==> src/rtl/transition_scan_scheduler.sv <==
// ============================================================================
// Module   : transition_scan_scheduler
// Purpose  : Round-robin scan of NCH serial lines through one shared edge
//            detector, with events delivered over a valid/ready port.
// Revision : 1.0
// ============================================================================
`default_nettype none

module transition_scan_scheduler #(
  parameter int NCH  = 4,
  parameter int IDW  = 2,
  parameter int CNTW = 8
) (
  input  logic             clk,
  input  logic             reset,
  input  logic             en,
  input  logic             clear,
  input  logic [NCH-1:0]   ch_in,
  input  logic [NCH-1:0]   ch_mask,
  output logic             evt_valid,
  input  logic             evt_ready,
  output logic [IDW-1:0]   evt_ch,
  output logic             evt_dir,
  output logic [CNTW-1:0]  evt_total,
  output logic [IDW-1:0]   scan_ptr
);

  typedef enum logic [1:0] {
    ST_IDLE = 2'd0,
    ST_LOW  = 2'd1,
    ST_HIGH = 2'd2
  } ch_state_t;

  localparam logic [IDW-1:0] c_last_ch = IDW'(NCH - 1);

  ch_state_t           r_state [NCH];
  logic [IDW-1:0]      r_scan_ptr;
  logic                r_evt_valid;
  logic [IDW-1:0]      r_evt_ch;
  logic                r_evt_dir;
  logic [CNTW-1:0]     r_evt_total;

  logic                w_stall;
  logic                w_active;
  logic                w_bit;
  logic                w_masked;
  ch_state_t           w_cur;
  ch_state_t           w_next;
  logic                w_det;
  logic                w_dir;

  assign w_stall  = r_evt_valid & ~evt_ready;
  assign w_active = en & ~w_stall;
  assign w_bit    = ch_in[r_scan_ptr];
  assign w_masked = ch_mask[r_scan_ptr];
  assign w_cur    = r_state[r_scan_ptr];

  // Next-state and event decode for the channel under the pointer.
  always_comb begin
    w_next = w_cur;
    w_det  = 1'b0;
    w_dir  = 1'b0;
    if (w_masked) begin
      w_next = ST_IDLE;
    end else begin
      case (w_cur)
        ST_IDLE: w_next = w_bit ? ST_HIGH : ST_LOW;
        ST_LOW: begin
          if (w_bit) begin
            w_next = ST_HIGH;
            w_det  = 1'b1;
            w_dir  = 1'b1;
          end
        end
        ST_HIGH: begin
          if (!w_bit) begin
            w_next = ST_LOW;
            w_det  = 1'b1;
            w_dir  = 1'b0;
          end
        end
        default: w_next = ST_IDLE;
      endcase
    end
  end

  always_ff @(posedge clk or negedge reset) begin
    if (!reset) begin
      for (int i = 0; i < NCH; i++) r_state[i] <= ST_IDLE;
      r_scan_ptr  <= '0;
      r_evt_valid <= 1'b0;
      r_evt_ch    <= '0;
      r_evt_dir   <= 1'b0;
      r_evt_total <= '0;
    end else if (clear) begin
      for (int i = 0; i < NCH; i++) r_state[i] <= ST_IDLE;
      r_scan_ptr  <= '0;
      r_evt_valid <= 1'b0;
      r_evt_ch    <= '0;
      r_evt_dir   <= 1'b0;
      r_evt_total <= '0;
    end else begin
      if (w_active) begin
        r_state[r_scan_ptr] <= w_next;
        r_scan_ptr <= (r_scan_ptr == c_last_ch) ? '0 : r_scan_ptr + 1'b1;
      end
      // A fresh detection overwrites a just-consumed event in the same edge.
      if (w_active && w_det) begin
        r_evt_valid <= 1'b1;
        r_evt_ch    <= r_scan_ptr;
        r_evt_dir   <= w_dir;
        if (r_evt_total != '1) r_evt_total <= r_evt_total + 1'b1;
      end else if (r_evt_valid && evt_ready) begin
        r_evt_valid <= 1'b0;
      end
    end
  end

  assign evt_valid = r_evt_valid;
  assign evt_ch    = r_evt_ch;
  assign evt_dir   = r_evt_dir;
  assign evt_total = r_evt_total;
  assign scan_ptr  = r_scan_ptr;

endmodule

`default_nettype wire
==> config.mk <==
export PLATFORM = sky130hd
export DESIGN_NAME = transition_scan_scheduler
export DESIGN_NICKNAME = d
export VERILOG_FILES = /design/src/rtl/transition_scan_scheduler.sv
export SDC_FILE = /design/constraint.sdc
export NUM_CORES = 1
export LEC_CHECK = 0
export ABC_AREA = 1
export CORE_ASPECT_RATIO = 0.5
export CORE_MARGIN = 1
export CORE_UTILIZATION = 40
export CTS_CLUSTER_DIAMETER = 80
export DETAILED_ROUTE_END_ITERATION = 8
export PLACE_DENSITY_LB_ADDON = 0.05
export SLEW_MARGIN = 5
export SYNTH_ARGS = -nofsm -noshare
export SYNTH_HDL_FRONTEND = slang
export SYNTH_SLANG_ARGS = --single-unit
==> constraint.sdc <==
create_clock -name clk -period 1.6 [get_ports clk]
set_input_delay 0.32 -clock clk [delete_from_list [all_inputs] [get_ports clk]]
set_output_delay 0.32 -clock clk [all_outputs]
set_load 0.05 [all_outputs]
==> flow_metrics.tcl <==
set metrics [dict create \
    yosys_cell_types 24 \
    initial_util_pct 42.3 \
    hold_viol 0 \
    worst-path-max-fanout 8 \
    worst_path_arrival_ns 1.70 \
    status "finished, final reports clean" \
    layout-drive-gt1-share_pct 37.9 \
    max_cap_viols 0 \
    chipHeight_um 44.8 \
    regToRegStartpoint "scan_ptr[0]$_DFFE_PN0P_" \
    clk_path_buf_depth 2 \
    cell_area_power_density_nw_per_um2 704 \
    gr-usage-all-layers_pct 18.6 \
    antenna_violations_before_repair 0 \
    clock_tree.root_cell "sky130_fd_sc_hd__clkbuf_8" \
    drt_pass1_iterations 4 \
    placed_cells 280 \
    grt_pass1_vias 1219 \
    routed_wire_length_um 3300 \
    routability_congestion 0.846 \
    cp.required_ns 1.76 \
    clk_latency_ns 0.26 \
    diodes 0 \
    met2_grt_util_pct 32.2 \
    timing.final.max_slew_violations 0 \
    cts_max_level 1 \
    pin_count 27 \
    synth-seq-cells 22 \
    synth_area_per_cell_um2 7.77 \
    areaGrowthSynthToFinish_pct 48.4 \
    synthesis.yosys.warnings 0 \
    p_leak_nw 1.01 \
    globalRouteMet1Util_pct 24.6 \
    initialDrtViolationCount 22 \
    finClkSkew_ns 0.00407 \
    cts.sink_count 22 \
    port-buffer-count 26 \
    use_met3_pct 3.84 \
    unrepaired_setup_endpoints_after_global_routing "yes" \
    tightest_slew_ns 0.314 \
    setup-tns-final_ns 0 \
    syn_inst 189 \
    final-setup-viol-count 0 \
    cts.hold.buffers_added 0 \
    slew_headroom_pct 78.9 \
    max-vdd-ir-drop_mv 0.473 \
    maximum_number_of_pins_on_one_net_before_global_route_repair 26 \
    floorplan.rows 15 \
    final_antenna_net_count 0 \
    final-instance-count-excl-fill 286 \
    worst-setup-path-type "register to register" \
    max_freq_ghz 0.653 \
    busiest_layer "met2" \
    worstRegToRegCells 13 \
    global_route_wire_length_before_repair_um 5490 \
    fp.coreArea_um2 3470 \
    period_needed_ns 1.53 \
    fin_hold_ws_ns 0.403 \
    tritoncts_clock_tree "yes" \
    finish.utilization_pct 62.7 \
    final.period_utilization_pct 95.8 \
    synth_sequential_area_ratio_pct 37.5 \
    floorplan.die.width_um 87.7 \
    global_route.overflow_total 0 \
    die_area_um2 3930 \
    synthesis.area_um2 1470 \
    route.detailed.vias_per_inst 4.85 \
    nNetsFinal 254 \
    synthesis.nets 207 \
    clkSlewWorstSetupHoldPaths_ns 0.08 \
    timing.critical_path.to_type "register" \
    worst-r2r-setup-slack_ns 0.07 \
    avgRoutedWirePerCell_um 11.5 \
    dp_hpwl_um 2480 \
    total_vias_in_the_final_route 1388 \
    r2r_end "evt_total[1]$_DFFE_PN0P_" \
    timing.critical_path.from_type "register" \
    cts_inserted_buffers 3 \
    detail_route.drc_violations 0 \
    timing.hold.worst.class "input port to async pin" \
]
==> worst max path at each step <==
stage / startpoint / endpoint / slack [ns] / cells after the start
after detailed placement: evt_ready / evt_total[4]$_DFFE_PN0P_ / -0.16 / 12
after global placement: evt_ready / evt_total[2]$_DFFE_PN0P_ / -0.15 / 12
after CTS: scan_ptr[0]$_DFFE_PN0P_ / evt_total[4]$_DFFE_PN0P_ / 0.04 / 12
after floorplan: scan_ptr[0]$_DFFE_PN0P_ / evt_total[7]$_DFFE_PN0P_ / -0.04 / 12
after global routing: scan_ptr[0]$_DFFE_PN0P_ / evt_total[1]$_DFFE_PN0P_ / -0.03 / 13
final: scan_ptr[0]$_DFFE_PN0P_ / evt_total[1]$_DFFE_PN0P_ / 0.07 / 13
==> state kept, by name, summed over array words and instances (netlist names) <==
name	flops
scan_ptr	2
evt_dir	1
evt_ch	2
evt_valid	1
evt_total	8
r_state	8
==> metal layers <==
layer,up-vias,part of all wire [%]
met5,-,0
met4,0,0.94
met3,4,3.3
met2,20,47
met1,647,48
li1,717,-
==> area by class of cell <==
cell class                 instances  area, µm²
fill                             288       1290
inverter                          17       71.3
clock buffer                       4       55.1
sequential                        22        561
multi-input combinational        146        907
tap                               51       63.8
timing repair buffer              46        520
==> Yosys cell counts, drive strengths merged <==
master	count	share of area, %
nor3	3	1.0
clkinv	1	0.26
xor2	2	1.2
clkbuf	3	0.77
a21oi	4	1.4
nor4	2	1.9
nand4	2	0.85
inv	16	4.1
ha	5	4.3
o21ai	13	4.4
nand2	61	21
nor2	11	3.8
dfrtp	22	38
nand3	42	16
buf	2	1.3
==> stage by stage <==
| step | setup slack, ns | cell area, µm² | power (mW) |
|---|---|---|---|
| floorplan | -0.0373 | 1510 | 0.893 |
| global placement | -0.150 | 2050 | 1.10 |
| detailed placement | -0.155 | 2050 | 1.11 |
| CTS | 0.0375 | 2100 | 1.51 |
| global route | -0.0338 | 2180 | 1.62 |
| finish | 0.0676 | 2180 | 1.53 |
==> cells in the final DEF, fill, tap and decap left out, types with 4 or more instances in the layout <==
cell                              count
sky130_fd_sc_hd__inv_1               12
sky130_fd_sc_hd__nand3_1             34
sky130_fd_sc_hd__nand2_4              5
sky130_fd_sc_hd__a21oi_1              4
sky130_fd_sc_hd__dfrtp_1             14
sky130_fd_sc_hd__buf_12              11
sky130_fd_sc_hd__clkbuf_8             4
sky130_fd_sc_hd__ha_1                 4
sky130_fd_sc_hd__nand2_2             20
sky130_fd_sc_hd__nand3_2              6
sky130_fd_sc_hd__o21ai_0             13
sky130_fd_sc_hd__clkdlybuf4s50_1     12
sky130_fd_sc_hd__dfrtp_2              8
sky130_fd_sc_hd__nor2_1               9
sky130_fd_sc_hd__buf_4               21
sky130_fd_sc_hd__nand2_1             35
==> power breakdown <==
group          total [mW]  internal (mW)  switching (mW)
clock               0.407          0.220           0.187
combinational       0.519          0.226           0.293
sequential          0.608          0.581          0.0262
==> worst max-delay path, stage by stage (launching register included) <==
cell	delay (ns)
sky130_fd_sc_hd__dfrtp_2	0.46
sky130_fd_sc_hd__buf_6	0.15
sky130_fd_sc_hd__nand2_4	0.05
sky130_fd_sc_hd__nand2_2	0.04
sky130_fd_sc_hd__nand2_1	0.05
sky130_fd_sc_hd__nand2_1	0.07
sky130_fd_sc_hd__nand2_1	0.09
sky130_fd_sc_hd__nand2_2	0.06
sky130_fd_sc_hd__inv_2	0.06
sky130_fd_sc_hd__nand2_4	0.08
sky130_fd_sc_hd__nand2_8	0.11
sky130_fd_sc_hd__nand2_8	0.08
sky130_fd_sc_hd__nand2_2	0.08
sky130_fd_sc_hd__nand2_2	0.04
==> cell families (layout without fill, tap and decap cells) <==
logic type / after synthesis / count (layout) / synth area share, %
AOI/OAI and AO/OA: 17 / 17 / 5.80
xor gates and xnor gates: 2 / 2 / 1.19
adders and majority gates: 5 / 5 / 4.26
buffers and inverters: 22 / 67 / 6.39
DFF: 22 / 22 / 37.5
and+or+nand+nor: 121 / 122 / 44.8
==> timing repair <==
item                                   4_1_cts  5_1_grt
setup buffers                                0        1
endpoints found under the hold margin        0        0
setup endpoints to repair                    0       11
gates resized for setup                      0       18
No activity file was read; power rests on OpenSTA's default activity.
